--- src/rtl/usb_tx_ctrl.sv ---
// usb_tx_ctrl: USB full-speed transmit sequencer.
// Takes packet bytes over a valid/ready handshake and sends SYNC, then the payload LSB-first.
// Bit stuffing and NRZI are applied on the fly, and the packet ends with SE0-SE0-J EOP.
// Line bits are launched at bit boundaries: lvl_q always holds the level of the bit now on the wire.
module usb_tx_ctrl #(
    parameter int unsigned CLKS_PER_BIT = 8,
    parameter logic [7:0]  SYNC_BYTE    = 8'h80
) (
    input  logic       clk,
    input  logic       rst,
    input  logic [7:0] tx_data,
    input  logic       tx_valid,
    input  logic       tx_last,
    output logic       tx_ready,
    output logic       dp,
    output logic       dm,
    output logic       tx_busy,
    output logic       tx_done,
    output logic       tx_error,
    output logic [2:0] dbg_state
);

    typedef enum logic [2:0] {
        S_IDLE    = 3'd0,
        S_SYNC    = 3'd1,
        S_DATA    = 3'd2,
        S_STUFF   = 3'd3,
        S_EOP_SE0 = 3'd4,
        S_EOP_J   = 3'd5
    } state_t;

    localparam int unsigned    CW      = $clog2(CLKS_PER_BIT);
    localparam logic [CW-1:0]  CNT_MAX = CW'(CLKS_PER_BIT - 1);

    state_t        state_q, state_d;
    logic [CW-1:0] bit_cnt_q, bit_cnt_d;
    logic [2:0]    bit_idx_q, bit_idx_d;   // bit within SYNC/byte, or SE0 period count
    logic [2:0]    ones_q, ones_d;         // consecutive ones sent, spans byte edges
    logic          lvl_q, lvl_d;           // 1 = J
    logic [7:0]    shift_q, shift_d;
    logic          shift_last_q, shift_last_d;
    logic [7:0]    hold_data_q, hold_data_d;
    logic          hold_last_q, hold_last_d;
    logic          hold_full_q, hold_full_d;
    logic          last_acc_q, last_acc_d; // final byte of the packet already taken
    logic          done_q, done_d;
    logic          err_q, err_d;

    logic          bit_end;
    logic          xfer;
    logic          send_bit;   // launch a new line bit at this boundary
    logic          send_val;   // value of that bit before NRZI
    logic          byte_end;   // SYNC or data byte fully sent, pick the next byte
    logic [2:0]    nxt_idx;

    // Handshake: a byte moves when tx_valid & tx_ready are both high at a rising clk edge.
    // tx_ready depends only on registered state; the producer may hold tx_valid/tx_data/tx_last
    // steady for any number of cycles and nothing changes until the transfer edge.
    assign tx_ready = ~hold_full_q & ~last_acc_q &
                      ((state_q == S_IDLE) | (state_q == S_SYNC) |
                       (state_q == S_DATA) | (state_q == S_STUFF));
    assign xfer     = tx_valid & tx_ready;
    assign bit_end  = (bit_cnt_q == CNT_MAX);
    assign nxt_idx  = bit_idx_q + 3'd1;

    assign dp        = (state_q == S_EOP_SE0) ? 1'b0 : lvl_q;
    assign dm        = (state_q == S_EOP_SE0) ? 1'b0 : ~lvl_q;
    assign tx_busy   = (state_q != S_IDLE);
    assign tx_done   = done_q;
    assign tx_error  = err_q;
    assign dbg_state = state_q;

    // State register and datapath registers, cleared synchronously by rst.
    always_ff @(posedge clk) begin
        if (rst) begin
            state_q      <= S_IDLE;
            bit_cnt_q    <= '0;
            bit_idx_q    <= 3'd0;
            ones_q       <= 3'd0;
            lvl_q        <= 1'b1;
            shift_q      <= 8'h00;
            shift_last_q <= 1'b0;
            hold_data_q  <= 8'h00;
            hold_last_q  <= 1'b0;
            hold_full_q  <= 1'b0;
            last_acc_q   <= 1'b0;
            done_q       <= 1'b0;
            err_q        <= 1'b0;
        end else begin
            state_q      <= state_d;
            bit_cnt_q    <= bit_cnt_d;
            bit_idx_q    <= bit_idx_d;
            ones_q       <= ones_d;
            lvl_q        <= lvl_d;
            shift_q      <= shift_d;
            shift_last_q <= shift_last_d;
            hold_data_q  <= hold_data_d;
            hold_last_q  <= hold_last_d;
            hold_full_q  <= hold_full_d;
            last_acc_q   <= last_acc_d;
            done_q       <= done_d;
            err_q        <= err_d;
        end
    end

    // Next-state logic: bit timing, stuffing decisions, byte hand-over and EOP sequencing.
    always_comb begin
        state_d      = state_q;
        bit_cnt_d    = bit_cnt_q;
        bit_idx_d    = bit_idx_q;
        ones_d       = ones_q;
        lvl_d        = lvl_q;
        shift_d      = shift_q;
        shift_last_d = shift_last_q;
        hold_data_d  = hold_data_q;
        hold_last_d  = hold_last_q;
        hold_full_d  = hold_full_q;
        last_acc_d   = last_acc_q;
        done_d       = 1'b0;
        err_d        = 1'b0;
        send_bit     = 1'b0;
        send_val     = 1'b0;
        byte_end     = 1'b0;

        if ((state_q == S_IDLE) || bit_end) bit_cnt_d = '0;
        else                                bit_cnt_d = bit_cnt_q + CW'(1);

        if (xfer) begin
            hold_data_d = tx_data;
            hold_last_d = tx_last;
            hold_full_d = 1'b1;
            if (tx_last) last_acc_d = 1'b1;
        end

        case (state_q)
            S_IDLE: begin
                if (xfer) begin
                    state_d   = S_SYNC;
                    bit_idx_d = 3'd0;
                    send_bit  = 1'b1;
                    send_val  = SYNC_BYTE[0];
                end
            end
            S_SYNC: begin
                if (bit_end) begin
                    if (bit_idx_q == 3'd7) begin
                        byte_end = 1'b1;
                    end else begin
                        bit_idx_d = nxt_idx;
                        send_bit  = 1'b1;
                        send_val  = SYNC_BYTE[nxt_idx];
                    end
                end
            end
            S_DATA: begin
                if (bit_end) begin
                    if (ones_q == 3'd6) begin
                        // Stuff bit keeps bit_idx so STUFF knows whether the byte is finished.
                        state_d  = S_STUFF;
                        send_bit = 1'b1;
                        send_val = 1'b0;
                    end else if (bit_idx_q == 3'd7) begin
                        byte_end = 1'b1;
                    end else begin
                        bit_idx_d = nxt_idx;
                        send_bit  = 1'b1;
                        send_val  = shift_q[nxt_idx];
                    end
                end
            end
            S_STUFF: begin
                if (bit_end) begin
                    state_d = S_DATA;
                    if (bit_idx_q == 3'd7) begin
                        byte_end = 1'b1;
                    end else begin
                        bit_idx_d = nxt_idx;
                        send_bit  = 1'b1;
                        send_val  = shift_q[nxt_idx];
                    end
                end
            end
            S_EOP_SE0: begin
                if (bit_end) begin
                    if (bit_idx_q == 3'd1) begin
                        state_d = S_EOP_J;
                        lvl_d   = 1'b1;
                    end else begin
                        bit_idx_d = nxt_idx;
                    end
                end
            end
            S_EOP_J: begin
                if (bit_end) begin
                    state_d    = S_IDLE;
                    done_d     = 1'b1;
                    ones_d     = 3'd0;
                    lvl_d      = 1'b1;
                    last_acc_d = 1'b0;
                    bit_idx_d  = 3'd0;
                end
            end
            default: begin
                state_d = S_IDLE;
                lvl_d   = 1'b1;
            end
        endcase

        // After SYNC or a data byte: end the packet, chain the held byte, or flag an underrun.
        if (byte_end) begin
            bit_idx_d = 3'd0;
            if ((state_q != S_SYNC) && shift_last_q) begin
                state_d = S_EOP_SE0;
            end else if (hold_full_q) begin
                shift_d      = hold_data_q;
                shift_last_d = hold_last_q;
                hold_full_d  = 1'b0;
                state_d      = S_DATA;
                send_bit     = 1'b1;
                send_val     = hold_data_q[0];
            end else begin
                err_d   = 1'b1;
                state_d = S_EOP_SE0;
            end
        end

        // NRZI: a 0 toggles the line, a 1 keeps it and extends the run of ones.
        if (send_bit) begin
            lvl_d  = send_val ? lvl_q : ~lvl_q;
            ones_d = send_val ? (ones_q + 3'd1) : 3'd0;
        end
    end

endmodule

--- config.mk ---
export PLATFORM = sky130hd
export DESIGN_NAME = usb_tx_ctrl
export DESIGN_NICKNAME = d
export VERILOG_FILES = /design/src/rtl/usb_tx_ctrl.sv
export SDC_FILE = /design/constraint.sdc
export NUM_CORES = 1
export LEC_CHECK = 0
export CAP_MARGIN = 20
export CORE_MARGIN = 1
export CORE_UTILIZATION = 50
export DETAILED_ROUTE_END_ITERATION = 7
export MAX_ROUTING_LAYER = met4
export PLACE_DENSITY = 0.72
export SLEW_MARGIN = 20
export SYNTH_ARGS = -nofsm -noshare
export SYNTH_HDL_FRONTEND = slang
export SYNTH_SLANG_ARGS = --single-unit
--- constraint.sdc ---
create_clock -name clk -period 2.5 [get_ports clk]
set_clock_uncertainty 0.2 [all_clocks]
set_input_delay 0.5 -clock clk [delete_from_list [all_inputs] [get_ports clk]]
set_output_delay 0.5 -clock clk [all_outputs]
set_load 0.02 [all_outputs]
Yosys cells after proc, flatten, opt, wreduce, memory -nomap -nowiden
Memories as Yosys holds them, arrays and structs flattened.
Index checks and enable logic that the tools add are counted.
{"block": "totals", "ff_bits": 35, "latchBits": 0, "mem_bits_rw": 0, "rom_bits": 8, "out_inout_bits": 9, "word_cells": 145, "n_memories": 1}
{"memory": "(name not given)", "depth": 8, "width": 1, "rd": 1, "rd_ports_with_merged_regs": 0, "write_ports": 0, "line": "151", "text": "send_val = SYNC_BYTE[nxt_idx];"}
{"block": "classes", "addsub": 3, "multipliers": 0, "div": 0, "magnitude_cmp": 1, "eq_ne": 30, "n_shift": 0, "muxes": 67, "bitwise": 12, "reduce_logical": 18}
{"op": "3-bit 2-to-1 mux", "count": 20}
{"op": "1-bit 2-to-1 mux", "count": 40}
{"op": "3-bit inequality test (second input constant)", "count": 7}
{"op": "3-bit one-hot mux with 6 select lines", "count": 1}
{"op": "2-bit inequality test (second input constant)", "count": 8}
{"op": "8-bit AND reduction", "count": 2}
{"op": "3-bit == test (second input constant)", "count": 5}
{"op": "3-bit one-hot mux with 5 select lines", "count": 1}
{"op": "3-bit by 1-bit adder with 3-bit output (second input constant)", "count": 3}
{"op": "3-bit by 2-bit inequality test with 1-bit output (second input constant)", "count": 3}
{"op": "1-bit one-hot mux with 3 select lines", "count": 3}
{"op": "2-bit OR reduction", "count": 4}
{"op": "3-bit by 1-bit == test with 1-bit output (second input constant)", "count": 2}
{"op": "3-bit by 2-bit == test with 1-bit output (second input constant)", "count": 2}
{"op": "1-bit inverter", "count": 6}
{"op": "5-bit AND reduction", "count": 1}
{"op": "5-bit nonzero test", "count": 1}
{"op": "3-bit by 4-bit less-than comparator with 1-bit output (second input constant)", "count": 1}
{"op": "2-bit by 1-bit inequality test with 1-bit output (second input constant)", "count": 2}
{"op": "2-bit nonzero test", "count": 2}
{"op": "4-bit OR reduction", "count": 1}
{"op": "1-bit bitwise AND", "count": 3}
{"op": "1-bit binary-select mux with 3-bit select", "count": 1}
{"op": "3-bit zero test", "count": 1}
{"op": "other kinds (9)", "count": 11}

Depth between registers and ports, before layout
Gate-level depths: netlist of run 1.
{"block": "depth", "ltp_word": 13, "mapped_depth": 9, "mapped_depth_nobuf": 8}

Worst setup path after synthesis of run 1
No wires, ideal clock.
{"block": "synth_path", "path_type": "reg-to-reg", "start": "register bit_idx_q[0]", "end": "register ones_q[2]", "setup_ns": 0.114, "t_arrival_ns": 2.100, "t_required_ns": 2.186, "setup_slack_ns": 0.086, "stages_incl_launch_ff": 9, "n_path_buf": 0, "cell_sequence": "dfxtp_1 inv_1 ha_1 mux4_2 nor3b_1 nor3_1 o21ai_0 o2bb2ai_1 a21o_1"}
{"block": "synth_via", "elab_chain_len": 12}
{"item": "start, declared", "line": "37", "text": "logic [2:0] bit_idx_q, bit_idx_d;"}
{"item": "start signal, assigned", "line": "92", "text": "bit_idx_q <= bit_idx_d;"}
{"item": "3-bit by 1-bit adder with 3-bit output", "line": "64", "text": "assign nxt_idx = bit_idx_q + 3'd1;"}
{"item": "1-bit binary-select mux with 3-bit select", "line": "167, 179"}
{"item": "1-bit 2-to-1 mux (implied by the code)", "line": "167, 179"}
{"item": "1-bit 2-to-1 mux", "line": "162, 174"}
{"item": "1-bit 2-to-1 mux", "line": "157", "text": "if (ones_q == 3'd6) begin"}
{"item": "1-bit 2-to-1 mux", "line": "156", "text": "if (bit_end) begin"}
{"item": "1-bit one-hot mux with 3 select lines", "line": "135", "text": "case (state_q)"}
{"item": "1-bit 2-to-1 mux", "line": "214", "text": "end else if (hold_full_q) begin"}
{"item": "1-bit 2-to-1 mux", "line": "212", "text": "if ((state_q != S_SYNC) && shift_last_q) begin"}
{"item": "1-bit 2-to-1 mux", "line": "210", "text": "if (byte_end) begin"}
{"item": "3-bit 2-to-1 mux", "line": "230", "text": "ones_d = send_val ? (ones_q + 3'd1) : 3'd0;"}
{"item": "3-bit 2-to-1 mux", "line": "228", "text": "if (send_bit) begin"}
{"item": "end signal, assigned", "line": "93", "text": "ones_q <= ones_d;"}
{"item": "end, declared", "line": "38", "text": "logic [2:0] ones_q, ones_d;"}
Several ways; a longest one is shown, not always the timed one. The select of a mux whose other input is x is not followed.
A chain may end at the register's enable or synchronous reset.

Final worst setup path of run 1
{"block": "layout_path", "start": "register state_q[0] (netlist: dbg_state[0])", "end": "output port tx_busy"}
{"block": "layout_via", "elab_chain_len": 1}
{"item": "start, declared", "line": "35", "text": "state_t state_q, state_d;"}
{"item": "start signal, assigned", "line": "90", "text": "state_q <= state_d;"}
{"item": "3-bit nonzero test", "line": "68", "text": "assign tx_busy = (state_q != S_IDLE);"}
{"item": "end, declared", "line": "17", "text": "output logic tx_busy,"}
Every way passes these cells.

==> results_dict.tcl, run 1 <==
set metrics [dict create \
    timing.hold.worst.class "register to register" \
    grt_pass1_vias 1521 \
    drc_errors 0 \
    global_route.overflow_total 0 \
    synth.top_cells.by_area "dfxtp_1 (39%), mux2i_1 (8.3%), nor2_1 (5.8%)" \
    clock_tree_from_tritoncts "built" \
    crit_required_ps 1800 \
    yosysSeqAreaShare_pct 38.6 \
    detail_route.iter0.violations 112 \
    cp-end-kind "output port" \
    cp_data_arrival_time_ps 1670 \
    grt.total_usage_pct 22.5 \
    highest_fanout_seen_on_the_critical_path 9 \
    synthesis.area_um2 1810 \
    drt.antenna.violating_nets 0 \
    timing.critical_path.from_type "register" \
    finalMaxSlewViolations 0 \
    root_buffer "clkbuf_4" \
    post_route_cells_drive_above_1_share_pct 17.6 \
    nets 263 \
    pwr_density_cell_nw_per_um2 532 \
    numCtsBuffers 5 \
    netSwitchingFraction_pct 26.1 \
    cts-htree-levels 2 \
    relative_contribution_of_sequential_cells_to_total_power_pct 49.8 \
    drt_pass1_iterations 4 \
    cts_sinks 35 \
    insertedDiodeCount 0 \
    io_pins 21 \
    setup_repair_after_global_routing_missed_its_margin "no" \
    place.port_buffers 20 \
    status "completed" \
    postSynthRegisterBits 35 \
    post_drt_via_cell_ratio 5.39 \
    worst-slew-pin-transition_ps 546 \
    via_count 1564 \
    ir_drop_uv 357 \
    netlist_top_cells_count "dfxtp_1 (35), nor2_1 (28), nand2_1 (25)" \
    p_leak_nw 0.860 \
    wl_per_cell_um 12.8 \
    syn_to_final_growth_pct 22.3 \
    final.min_clock_period_ps 2370 \
    yosys.cell_types.count 38 \
    cts-root-to-sink-buffers 2 \
    timing.max_cap.violations 0 \
    switching_power_w 0.000308 \
    core_um2 3420 \
    grt_first_pass_wirelength_um 6660 \
    gp_congestion 0.915 \
    die_outline_width_um 62.2 \
    std_cell_rows 21 \
    power.combinational.fraction_pct 15.5 \
    postSynthNetCount 229 \
    maximum_number_of_pins_on_one_net_before_global_route_repair 20 \
    clock.fmax_ghz 0.421 \
    yosysMostFrequentCell "dfxtp_1" \
    final_core_util_pct 64.9 \
    power_frac_clock_pct 34.7 \
    postSynthAreaPerCell_um2 8.67 \
    netlist.area_leader.share_pct 38.6 \
    fin_tns_setup_ps 0 \
    synthCells 209 \
    final-setup-viol-count 0 \
    place.detailed.hpwl_um 2890 \
    slew_headroom_pct 63.2 \
    wl_um 3710 \
    insertion_delay_ps 340 \
    startpoint_to_endpoint_class_of_the_critical_path "register to output port" \
    antenna_found_initial 0 \
    number_of_flops_mapped_to_enable_cells_by_yosys 0 \
    final.period_utilization_pct 95.0 \
    start_util_pct 53.1 \
    async_flop_share_pct 0 \
    main_synth_ff_type "dfxtp_1" \
    count_of_hold_fix_buffers_inserted_at_cts 0 \
    die_area_um2 3870 \
    synth_area_leader_cell "dfxtp_1" \
    intPower_w 0.000873 \
    synth-warning-count 0 \
    clkSlewWorstSetupHoldPaths_ps 100 \
    die_y_um 62.2 \
    finalHoldViolations 0 \
]
worst max-delay path, stage by stage, from the launching register on:
cell and delay (ps):
dfxtp_1 320, buf_4 160, nor3_2 240, inv_1 90, clkdlybuf4s50_1 540
sequential cells by signal, summed over array words and instances, names as in the netlist:
| register | count |
|---|---|
| last_acc_q | 1 |
| dbg_state | 3 |
| lvl_q | 1 |
| shift_q | 8 |
| hold_data_q | 8 |
| tx_done | 1 |
| hold_full_q | 1 |
| ones_q | 3 |
| shift_last_q | 1 |
| bit_cnt_q | 3 |
| bit_idx_q | 3 |
| hold_last_q | 1 |
| tx_error | 1 |
per-stage QoR:
step | worst slack (ps) | instance area, um^2 | hold slack (ps) | instances | power (W)
floorplan | 85.9 | 1810 | 207 | 209 | 0.000719
detailed placement | -124 | 2130 | 230 | 282 | 0.000784
global placement | -71.3 | 2130 | 219 | 282 | 0.000779
finish | 126 | 2220 | 238 | 290 | 0.00118
CTS | 63.3 | 2220 | 244 | 290 | 0.00118
global route | 11.5 | 2220 | 266 | 290 | 0.00124
power groups by stage:
stage               Sequential [W]  Clock, W  Combinational, W
finish                    0.000588  0.000409          0.000183
global route              0.000590  0.000449          0.000203
CTS                       0.000588  0.000414          0.000183
detailed placement        0.000602         0          0.000183
global placement          0.000600         0          0.000178
floorplan                 0.000602         0          0.000118
logic make-up after synthesis:
| logic type | count (synthesis) | share of synthesized area (%) |
|---|---|---|
| flops | 35 | 38.6 |
| fa+ha+maj | 8 | 5.52 |
| compound gates | 42 | 14.5 |
| mux | 17 | 10.8 |
| buf+inv | 21 | 6.90 |
| simple gates | 86 | 23.7 |
cell type report:
cell class	instances	area (um^2)
fillers	320	1200
flip-flops and latches	35	706
repair buffers	39	340
multi-input cells	153	998
well taps	46	57.6
clock buffers	5	37.5
inverters	9	33.8
clock inverters	3	43.8
cells in the final DEF, fill, tap and decap left out, types with 8 or more instances in the layout:
| master | instances |
|---|---|
| a21oi_1 | 19 |
| buf_4 | 19 |
| clkdlybuf4s50_1 | 18 |
| inv_1 | 9 |
| dfxtp_1 | 33 |
| mux2i_1 | 15 |
| nand2_1 | 25 |
| ha_1 | 8 |
| nor2_1 | 28 |
| o21ai_0 | 10 |
per-layer routing:
metal / up-vias / global-route usage (%) / routed length, um
met5: - / - / 0
li1: 791 / - / -
met2: 41 / 34.6 / 1680
met3: 11 / 6.62 / 198
met1: 721 / 27.4 / 1740
met4: 0 / 9.59 / 81
final timing paths:
path	from	endpoint	slack [ps]	depth (start not counted)
setup / recovery	dbg_state[0]$_SDFFE_PP0P_	tx_busy	130	4
setup reg to reg	bit_idx_q[0]$_SDFFE_PP0P_	ones_q[2]$_SDFFE_PP0P_	160	9
hold reg to reg	bit_cnt_q[0]$_SDFF_PP0_	bit_cnt_q[0]$_SDFF_PP0_	240	1
hold / removal	bit_cnt_q[0]$_SDFF_PP0_	bit_cnt_q[0]$_SDFF_PP0_	240	1
repair_timing:
item / 4_1_cts / 5_1_grt
buffers inserted: 0 / 0
gates resized for setup: 5 / 2
setup endpoints to repair: 3 / 2
Note: power is estimated with default switching activity, not from simulation.
==> inputs of run 2 (changes only) <==
Settings changed: CORE_MARGIN 1 to 1.5, TNS_END_PERCENT from default to 20.
==> run 2 against run 1 <==
  * Total power fell by 1.3%
  * First-iteration DRC count fell by 30%
  * Final cell count decreased by 1.4%
  * Worst setup slack worse by 23 ps
  * Global-route usage increased by 0.26 points
  * Fmax shrank 0.98%
  * Combinational power is 4% lower
  * Critical path type unchanged
  * Wire length is 7.9% higher
  * Count of clock-buffer cells in the layout unchanged
  * Register-to-register slack lost 40 ps
  * Final area up 0.11%
  * Sequential power is 2% higher
==> results_dict.tcl, run 2 (synthesis gave the netlist of run 1 again) <==
set metrics [dict create \
    status "completed" \
    place.port_buffers 20 \
    finish.cell_count_without_fillers 286 \
    hold_ws_ps 238 \
    ff2ff_setup_slack_ps 120 \
    ir_drop_uv 387 \
    clkSlewWorstSetupHoldPaths_ps 110 \
    multi_input_area_um2 1020 \
    worst_r2r_startpoint "bit_idx_q[0]$_SDFFE_PP0P_" \
    clock_tree_from_tritoncts "built" \
    startpoint_to_endpoint_class_of_the_critical_path "register to output port" \
    timing.critical_path.from_type "register" \
    clock.fmax_ghz 0.417 \
    final-setup-viol-count 0 \
    core_um2 3420 \
    io_pins 21 \
    crit_required_ps 1800 \
    fillers 293 \
    antenna_found_initial 0 \
    grt.total_usage_pct 22.8 \
    grt_pass1_vias 1550 \
    numCtsBuffers 5 \
    grt_first_pass_wirelength_um 6970 \
    gp_congestion 0.854 \
    drt.antenna.violating_nets 0 \
    dp.cells 279 \
    insertedDiodeCount 0 \
    std_cell_rows 21 \
    final.period_utilization_pct 95.9 \
    die_outline_width_um 63.2 \
    die_area_um2 4000 \
    worst-slew-pin-transition_ps 487 \
    slew_headroom_pct 67.2 \
    layout_common_cells "dfxtp_1 (34), nor2_1 (28), nand2_1 (25)" \
    drt_pass1_iterations 4 \
    maximum_number_of_pins_on_one_net_before_global_route_repair 18 \
    hold_path_startpoint "bit_cnt_q[0]$_SDFF_PP0_" \
    wl_per_cell_um 14.0 \
    finalMaxSlewViolations 0 \
    syn_to_final_growth_pct 22.4 \
    nets 260 \
    reg2regPathDepth 9 \
    layout.area.seq_um2 702 \
    cp_data_arrival_time_ps 1700 \
    highest_fanout_seen_on_the_critical_path 9 \
    start_util_pct 53.1 \
    drc_errors 0 \
    cp-end-kind "output port" \
    p_leak_nw 0.862 \
    via_count 1549 \
    place.detailed.hpwl_um 3030 \
    cts_sinks 35 \
    top_regs "hold_data_q (8), shift_q (8)" \
    final_core_util_pct 65.0 \
    timing.hold.worst.class "register to register" \
    leading_cell_type_in_the_layout_fill_and_taps_excluded "dfxtp_1" \
    insertion_delay_ps 340 \
    worstHoldEndpoint "bit_cnt_q[0]$_SDFF_PP0_" \
    cts_setup_buffers 0 \
    worst_r2r_endpoint "ones_q[2]$_SDFFE_PP0P_" \
    wl_um 4000 \
    post_route_cells_drive_above_1_share_pct 16.7 \
    pwr_density_cell_nw_per_um2 525 \
    timing.max_cap.violations 0 \
    global_route.overflow_total 0 \
    post_drt_via_cell_ratio 5.42 \
    setup_repair_after_global_routing_missed_its_margin "no" \
    hold_crit_depth 1 \
    finalHoldViolations 0 \
    cts-htree-levels 2 \
    count_of_hold_fix_buffers_inserted_at_cts 0 \
    detail_route.iter0.violations 78 \
    die_y_um 63.2 \
    root_buffer "clkbuf_4" \
    cts-root-to-sink-buffers 2 \
    final.min_clock_period_ps 2400 \
]
## run 2: cell types whose count changed in the layout (fill, tap and decap cells not counted), sizes merged
cell	delta
buf	-3
clkdlybuf4s50	-2
clkinv	-2
clkinvlp	+1
dlymetal6s2s	+2
## run 2: area by class of cell
type / instances / share of cell area, %
Multi-Input combinational cell: 153 / 45.8
Sequential cell: 35 / 31.6
Timing Repair Buffer: 36 / 15.1
Tap cell: 46 / 2.59
Clock buffer: 5 / 1.69
Clock inverter: 2 / 1.69
Inverter: 9 / 1.52
## run 2: worst max-delay path, cell delays in order, from the launching register on
cell	delay [ps]
dfxtp_1	510
buf_4	230
clkdlybuf4s50_1	610
## run 2: what timing repair did
| item | CTS | global route |
|---|---|---|
| resized for setup | 4 | 5 |
| gates cloned | 0 | 0 |
| setup endpoints to repair | 4 | 7 |
| pin swaps | 0 | 0 |
## run 2: how the worst max path moves through the flow
stage	from	endpoint	slack, ps
global route	dbg_state[1]$_SDFFE_PP0P_	dbg_state[1]	4
finish	dbg_state[1]$_SDFFE_PP0P_	dbg_state[1]	100
CTS	dbg_state[0]$_SDFFE_PP0P_	tx_busy	40
detailed placement	tx_valid	bit_idx_q[0]$_SDFFE_PP0P_	-160
global placement	tx_valid	bit_idx_q[1]$_SDFFE_PP0P_	-70
floorplan	bit_idx_q[0]$_SDFFE_PP0P_	ones_q[2]$_SDFFE_PP0P_	90
## run 2: report_power, final
| part | switching [W] | internal (W) | total, W | leakage (nW) |
|---|---|---|---|---|
| Combinational | 0.0000906 | 0.0000846 | 0.000175 | 0.540 |
| Clock | 0.000188 | 0.000205 | 0.000393 | 0.0373 |
| Sequential | 0.0000199 | 0.000577 | 0.000597 | 0.284 |
| Total | 0.000298 | 0.000866 | 0.00116 | 0.862 |
## run 2: layer usage
| layer | part of all wire, % | track usage [%] | wire [um] | vias up |
|---|---|---|---|---|
| li1 | - | - | - | 778 |
| met1 | 46 | 29.0 | 1850 | 722 |
| met2 | 48 | 35.6 | 1900 | 43 |
| met3 | 4.8 | 5.36 | 191 | 6 |
| met4 | 1.5 | 7.88 | 59 | 0 |
| met5 | 0 | - | 0 | - |
## run 2: metrics by stage
step           instance area (um^2)  worst slack (ps)  TNS [ps]  power [W]
4_1_cts                        2210              37.1         0    0.00118
3_5_place_dp                   2120              -157      -501   0.000784
6_report                       2220               103         0    0.00116
5_1_grt                        2220              3.71         0    0.00122
2_1_floorplan                  1810              85.9         0   0.000719
3_3_place_gp                   2120             -72.6      -216   0.000777
==> inputs of run 3 (changes only) <==
Settings changed: ABC_CLOCK_PERIOD_IN_PS from default to 3000, CORE_UTILIZATION 50 to 59, CTS_BUF_LIST from default to sky130_fd_sc_hd__clkbuf_16, PLACE_DENSITY 0.72 to 0.8.
Clock period 2.5 ns to 3 ns, I/O delays scaled along.
==> run 3 against run 2 <==
  * Die area fell by 15%
  * Register-to-register slack improved by 140 ps
  * Sequential share of layout area rose by 1.0 points
  * Largest power group unchanged
  * Largest cell class unchanged
==> results_dict.tcl, run 3 (synthesis gave the netlist of run 1 again) <==
set metrics [dict create \
    status "completed" \
    die_y_um 58.4 \
    antenna_found_initial 0 \
    finalHoldViolations 0 \
    final-setup-viol-count 0 \
    die_area_um2 3410 \
    cp-end-kind "register" \
    maximum_number_of_pins_on_one_net_before_global_route_repair 24 \
    power.combinational.fraction_pct 11.8 \
    p_leak_nw 0.811 \
    root_buffer "clkbuf_16" \
    gp_congestion 0.862 \
    slew_headroom_pct 58.6 \
    syn_to_final_growth_pct 18.4 \
    cts-root-to-sink-buffers 2 \
    dpl_worst_slack_ps 175 \
    via_count 1535 \
    place.port_buffers 20 \
    place.detailed.hpwl_um 2790 \
    global_route.overflow_total 0 \
    insertedDiodeCount 0 \
    switching_power_w 0.000277 \
    numCtsBuffers 5 \
    grt.total_usage_pct 27.8 \
    netSwitchingFraction_pct 24.7 \
    relative_contribution_of_sequential_cells_to_total_power_pct 44.7 \
    layout_common_cells "dfxtp_1 (35), nor2_1 (28), nand2_1 (25)" \
    highest_fanout_seen_on_the_critical_path 7 \
    cp_cell_sequence "inv_1, ha_1, mux4_2, nor3b_1, nor3_1, o21ai_0, o2bb2ai_1, a21o_1" \
    count_of_hold_fix_buffers_inserted_at_cts 0 \
    clkSlewWorstSetupHoldPaths_ps 50 \
    drc_errors 0 \
    leading_cell_type_in_the_layout_fill_and_taps_excluded "dfxtp_1" \
    post-route-worst-setup-slack_ps 265 \
    startpoint_to_endpoint_class_of_the_critical_path "register to register" \
    worst_r2r_startpoint "bit_idx_q[0]$_SDFFE_PP0P_" \
    dp.cells 253 \
    cts_sinks 35 \
    final.period_utilization_pct 91.2 \
    clock.fmax_ghz 0.366 \
    io_pins 21 \
    fin_tns_setup_ps 0 \
    die_outline_width_um 58.4 \
    timing.hold.worst.class "register to register" \
    final.min_clock_period_ps 2740 \
    drt.antenna.violating_nets 0 \
    hold_path_startpoint "bit_cnt_q[0]$_SDFF_PP0_" \
    std_cell_rows 19 \
    cts-htree-levels 2 \
    core_um2 2830 \
    pwr_density_cell_nw_per_um2 523 \
    drt_pass1_iterations 4 \
    timing.critical_path.from_type "register" \
    clock_tree_from_tritoncts "built" \
    grt_pass1_vias 1467 \
    intPower_w 0.000845 \
    timing.max_cap.violations 0 \
    post_drt_via_cell_ratio 5.88 \
    cts_setup_buffers 0 \
    timing.critical_path.buf_inv 1 \
    post_cts_resized 0 \
    top_regs "hold_data_q (8), shift_q (8)" \
    grt_first_pass_wirelength_um 6930 \
    worst-slew-pin-transition_ps 620 \
    finalMaxSlewViolations 0 \
    finish.cell_count_without_fillers 261 \
    setup_repair_after_global_routing_missed_its_margin "no" \
    detail_route.iter0.violations 98 \
    power_frac_clock_pct 43.5 \
    start_util_pct 64.1 \
    cp-startpoint "bit_idx_q[0]$_SDFFE_PP0P_" \
    max_stage_delay_ps 510 \
    nets 249 \
    insertion_delay_ps 280 \
    wl_um 3990 \
    fin_total_pwr_w 0.00112 \
    critical_path.top_delay_family "compound AO/OA/AOI/OAI gates" \
    wl_per_cell_um 15.3 \
    slowest_stage "mux4_2" \
    post_route_cells_drive_above_1_share_pct 10.9 \
    cp_data_arrival_time_ps 2710 \
    crit_required_ps 2970 \
    ir_drop_uv 561 \
]
## run 3: metrics by stage
stage	hold slack (ps)	utilization (%)	area [um^2]
final	238	75.9	2150
after global routing	250	75.9	2150
after CTS	241	75.9	2150
after detailed placement	234	70.9	2000
after global placement	220	70.9	2000
after floorplan	207	-	1810
## run 3: layer usage
metal	track usage, %	wire (um)	share of wire [%]	vias to the layer above
li1	-	-	-	757
met1	34.2	1760	44	738
met2	44.3	2000	50	36
met3	6.81	176	4.4	4
met4	10.3	50	1.3	0
met5	-	0	0	-
## run 3: layout make-up
cell class | count | area [um^2]
multi-input combinational | 153 | 993
sequential | 35 | 701
fill | 211 | 683
timing repair buffer | 25 | 238
clock buffer | 5 | 125
tap | 31 | 38.8
inverter | 9 | 33.8
clock inverter | 3 | 16.3
## run 3: worst paths after layout
check | to | slack (ps) | cells past startpoint
setup / recovery | ones_q[2]$_SDFFE_PP0P_ | 260 | 8
hold / removal | bit_cnt_q[0]$_SDFF_PP0_ | 240 | 1
setup reg to reg | ones_q[2]$_SDFFE_PP0P_ | 260 | 8
hold reg to reg | bit_cnt_q[0]$_SDFF_PP0_ | 240 | 1
## run 3: power by group through the flow
stage | Clock, W | Sequential [W] | Combinational [W]
2_1_floorplan | 0 | 0.000501 | 0.0000979
3_3_place_gp | 0 | 0.000509 | 0.000126
3_5_place_dp | 0 | 0.000510 | 0.000130
4_1_cts | 0.000493 | 0.000501 | 0.000132
5_1_grt | 0.000517 | 0.000504 | 0.000146
6_report | 0.000488 | 0.000502 | 0.000132
